==> src/rtl/instr_fetch.sv <==
// Instruction fetch and PC sequencing stage ahead of the MIPS datapath.
// Fetches one word per instruction, holds it for execution, then steps the PC.
module instr_fetch #(
  parameter logic [31:0] RESET_PC = 32'h0000_0000,
  parameter int unsigned MAX_WAIT = 16
) (
  input  logic        clk,
  input  logic        rst,
  output logic        imem_req,
  output logic [31:0] imem_addr,
  input  logic        imem_ack,
  input  logic [31:0] imem_rdata,
  output logic [31:0] instruction,
  output logic        instr_valid,
  output logic [31:0] pc,
  output logic [31:0] pc_plus4,
  input  logic        advance,
  input  logic        branch,
  input  logic        branch_ne,
  input  logic        jump,
  input  logic        zero,
  input  logic [31:0] imm32,
  output logic [31:0] instret,
  output logic        fetch_err
);

  typedef enum logic [1:0] {
    BOOT  = 2'd0,
    FETCH = 2'd1,
    EXEC  = 2'd2,
    HALT  = 2'd3
  } state_t;

  localparam logic [7:0] WAIT_LAST = 8'(MAX_WAIT - 1);

  // Word offset scaled to bytes; bits shifted past bit 31 are dropped.
  function automatic logic [31:0] branch_target(input logic [31:0] base,
                                                input logic signed [31:0] offs);
    logic signed [31:0] offs_bytes;
    offs_bytes = offs <<< 2;
    return base + offs_bytes;
  endfunction

  state_t             state_q, state_d;
  logic [31:0]        pc_q, pc_d;
  logic [31:0]        instr_q, instr_d;
  logic [31:0]        instret_q, instret_d;
  logic               err_q, err_d;
  logic [7:0]         wait_q, wait_d;
  logic               boot_hold_q;
  logic [31:0]        next_pc;
  logic               take_br;
  logic signed [31:0] imm_s;

  assign imm_s       = imm32;
  assign pc_plus4    = pc_q + 32'd4;
  assign take_br     = (branch & zero) | (branch_ne & ~zero);

  always_comb begin
    next_pc = pc_plus4;
    if (jump) begin
      next_pc = {pc_plus4[31:28], instr_q[25:0], 2'b00};
    end else if (take_br) begin
      next_pc = branch_target(pc_plus4, imm_s);
    end
  end

  always_comb begin
    state_d   = state_q;
    pc_d      = pc_q;
    instr_d   = instr_q;
    instret_d = instret_q;
    err_d     = err_q;
    wait_d    = wait_q;
    case (state_q)
      BOOT: begin
        // boot_hold_q keeps BOOT for the first cycle after reset release.
        if (!boot_hold_q) begin
          state_d = FETCH;
          wait_d  = 8'd0;
        end
      end
      FETCH: begin
        if (imem_ack) begin
          instr_d = imem_rdata;
          state_d = EXEC;
        end else if (wait_q == WAIT_LAST) begin
          err_d   = 1'b1;
          state_d = HALT;
        end else begin
          wait_d  = wait_q + 8'd1;
        end
      end
      EXEC: begin
        if (advance) begin
          instret_d = instret_q + 32'd1;
          pc_d      = next_pc;
          wait_d    = 8'd0;
          state_d   = FETCH;
        end
      end
      HALT: begin
        state_d = HALT;
      end
      default: begin
        state_d = BOOT;
      end
    endcase
  end

  always_ff @(posedge clk) begin
    if (rst) begin
      state_q     <= BOOT;
      pc_q        <= RESET_PC;
      instr_q     <= 32'd0;
      instret_q   <= 32'd0;
      err_q       <= 1'b0;
      wait_q      <= 8'd0;
      boot_hold_q <= 1'b1;
    end else begin
      state_q     <= state_d;
      pc_q        <= pc_d;
      instr_q     <= instr_d;
      instret_q   <= instret_d;
      err_q       <= err_d;
      wait_q      <= wait_d;
      boot_hold_q <= 1'b0;
    end
  end

  assign imem_req    = (state_q == FETCH);
  assign imem_addr   = pc_q;
  assign instr_valid = (state_q == EXEC);
  assign pc          = pc_q;
  assign instruction = instr_q;
  assign instret     = instret_q;
  assign fetch_err   = err_q;

endmodule

==> config.mk <==
export PLATFORM = sky130hd
export DESIGN_NAME = instr_fetch
export DESIGN_NICKNAME = d
export VERILOG_FILES = /design/src/rtl/instr_fetch.sv
export SDC_FILE = /design/constraint.sdc
export NUM_CORES = 1
export LEC_CHECK = 0
export ABC_CLOCK_PERIOD_IN_PS = 4200
export BUFFER_PORTS_ARGS = -buffer_cell sky130_fd_sc_hd__buf_4
export CORE_ASPECT_RATIO = 0.5
export CORE_MARGIN = 1.5
export CORE_UTILIZATION = 30
export DETAILED_ROUTE_END_ITERATION = 10
export GPL_TIMING_DRIVEN = 0
export PLACE_DENSITY = 0.63
export REMOVE_ABC_BUFFERS = 1
export SYNTH_ARGS = -nofsm -noshare
export SYNTH_HDL_FRONTEND = slang
export SYNTH_SLANG_ARGS = --single-unit
==> constraint.sdc <==
create_clock -name clk -period 4.2 [get_ports clk]
set_input_delay 0.84 -clock clk [delete_from_list [all_inputs] [get_ports clk]]
set_output_delay 0.84 -clock clk [all_outputs]
set_load 0.1 [all_outputs]
==> summary.md <==
| Metric | Value |
|---|---|
| Outcome | `finished clean` |
| Via count | `7,325` |
| Cell taking the most area after synthesis | `dfxtp_1` |
| TritonCTS Sinks | `~110` |
| Avg Cell Area, Syn | `roughly 8 um2` |
| Worst-margin pin slew | `1300 ps` |
| Initial antenna violation count | `0` |
| CTS Buffer Depth | `2` |
| Initial drt markers | `442` |
| P_leak | `approximately 4 nW` |
| Crit Path Max Fanout | `8` |
| Number of flops mapped to enable cells by yosys | `0` |
| Hold_ws | `462 ps` |
| # setup viols final | `0` |
| Critical Path Sink Type | `register` |
| PwrDens | `284 mW/mm2` |
| CTS Buf Count | `9` |
| Area contributors post-synth | `dfxtp_1 29%, nand2_1 7.4%, ha_1 6.6%` |
| Fmax | `249 MHz` |
| Critical Path RT | `4410 ps` |
| Root buffer cell | `clkbuf_16` |
| Worst setup SP type | `register` |
| Arr. time, crit path | `4230 ps` |
| Row count | `39` |
| Fin nets | `1,201` |
| Ys Warns | `0` |
| Final Cycle Share | `95.8%` |
| DPL Wire Length | `18,400 um` |
| Min cycle time layout | `4020 ps` |
| Total global-route track usage | `18.6%` |
| Ant diodes | `0` |
| Layout cells sized above 1 | `roughly 27%` |
| Path type of the worst min-delay path | `reg2reg` |
| Final hold vios | `0` |
| ANT nets after route | `0` |
| Pin count of the biggest net entering global routing | `95` |
| CTS tree | `done` |
| Gpl congestion | `approximately 0.94` |
| Post-synthesis cell count | `around 920` |
| IO Pins | `235` |
| Crit path kind | `reg2reg` |
| Yosys cell types | `89` |
| Synth Flop Type | `dfxtp_1` |
| DIE HEIGHT | `113 um` |
| Initial Util | `31.1%` |
| Final Cell Area | `just over 0.009 mm2` |
| Clk Latency, worst-skew pair | `360 ps` |
| Vias in the first global route | `approximately 6,800` |
| Synth Register Bits | `106` |
| First-pass GRT wire length | `36,900 um` |
| Post-cts hold buffer count | `0` |
| Port Buf Inserts | `226` |
| WL/cell | `17.3 um` |
| H-tree levels | `3` |
| Die X | `222 um` |
| Detailed-route DRC error count | `0` |
| Top-area cell type share of the netlist area | `29.5%` |
| P&R area growth vs syn | `29.5%` |
| Post-synthesis sequential area ratio | `29.5%` |
| Placed Area | `0.00890 mm2` |
| Vias/cell | `5.22` |
| Drt first pass iters | `5` |
| Maximum vdd ir drop | `between 0.1 and 0.15 mV` |
| Slew Viols, Final | `0` |
| Synthesized area | `0.00720 mm2` |
| Final WL | `24,300 um` |
| CTS clock-pin slew for the worst setup and hold paths | `80 ps` |
| Core box area | `between 0.02 and 0.025 mm2` |
| Slew HR | `between 10% and 20%` |
| Async SR Flop Fraction | `0%` |
| Die area | `0.0250 mm2` |
| Top-count cell post-synth | `nand2_1` |
| Max-cap violation count | `0` |
| Fill cell count | `2,417` |
| Most frequent cells after synthesis | `142 x nand2_1, 106 x dfxtp_1, 86 x nor2_1, 83 x a21oi_1, 42 x xor2_1` |
| Remaining global-route overflow | `0` |
| Layout Skew | `9.68 ps` |
-- cell type report --
type	count	area [um2]	area share, %
Multi-Input combinational cell	727	4720	50.6
Sequential cell	106	2130	22.8
Timing Repair Buffer	230	1730	18.6
Tap cell	307	384	4.12
Clock buffer	10	229	2.45
Clock inverter	6	78.8	0.845
Inverter	16	60.1	0.644
-- cells by family (layout without fill, tap and decap cells) --
kind of cell	Yosys count	after routing	synth area share, %
buf+inv	90	262	6.62
other cells	1	6	0.0521
flops	106	106	29.5
mux	5	5	0.747
simple gates	367	367	25.0
fa+ha+maj	39	39	6.88
compound gates	238	238	22.2
xor+xnor	72	72	9.02
-- metrics by stage --
step                      setup slack (ps)  cells  power [W]  setup TNS [ps]  utilization [%]
after floorplan                      -2540    849    0.00155          -74750                -
after global placement                -386   1382    0.00174            -567             38.3
after detailed placement              -416   1383    0.00175            -416             38.4
after CTS                             1.13   1399    0.00267               0             39.9
after global routing                 -16.6   1402    0.00275           -16.6             40.2
final                                  176   1402    0.00265               0             40.2
-- per-layer routing --
layer / share of wire, % / track usage [%]
met5: 0 / 0
met2: 49 / 32.6
met1: 44 / 23.5
met4: 2.3 / 6.89
met3: 4.3 / 2.30
-- worst paths after layout --
path                            slack [ps]  cells after the start                           end                    startpoint
worst min-delay path                   460                      2  instruction[30]$_SDFFE_PP0P_  instruction[30]$_SDFFE_PP0P_
worst max-delay path                   180                     15    imem_addr[31]$_SDFFE_PP0P_     imem_addr[2]$_SDFFE_PP0P_
worst max register to register         180                     15    imem_addr[31]$_SDFFE_PP0P_     imem_addr[2]$_SDFFE_PP0P_
worst min register to register         460                      2  instruction[30]$_SDFFE_PP0P_  instruction[30]$_SDFFE_PP0P_
-- placed cells by master, fill, tap and decap left out, types with 16 or more instances in the layout --
cell type / synthesis / routed
ha_1: 38 / 37
a21oi_1: 83 / 83
nor2_1: 86 / 84
xor2_1: 42 / 39
o21ai_0: 39 / 39
dfxtp_1: 106 / 103
xnor2_1: 29 / 25
nand3_1: 28 / 27
nand2_1: 142 / 142
nor3_1: 16 / 16
buf_4: 36 / 229
nand4_1: 19 / 19
-- critical path, cell delays in order, from the launching register on --
cell	delay (ps)
dfxtp_2	440
ha_1	240
and4_1	290
nand4_1	110
buf_4	190
nor2_2	120
xor2_2	240
ha_1	350
a21oi_1	230
o211ai_1	160
a221oi_2	350
o21ai_1	190
a2111oi_2	420
nor3_1	160
a32oi_1	260
o41ai_2	100
-- power breakdown --
group          leakage [nW]  switching [W]  total, W  internal [W]
Clock                 0.152       0.000433  0.000912      0.000479
Sequential            0.859      0.0000337   0.00106       0.00103
Combinational          3.05       0.000493  0.000673      0.000180
Total                  4.06       0.000960   0.00265       0.00169
-- registers in the layout (all words and copies together) (netlist names) --
signal and count:
instret 32, fetch_err 1, imem_addr 30, wait_q 8, state_q 2, boot_hold_q 1, instruction 32
-- timing repair --
action / CTS / global route
cloned: 0 / 0
endpoints found under the hold margin: 0 / 0
pin swaps: 0 / 1
buffers inserted: 0 / 3
endpoints found under the setup margin: 2 / 8
resized for setup: 6 / 13
(Power assumes the default switching activity.)
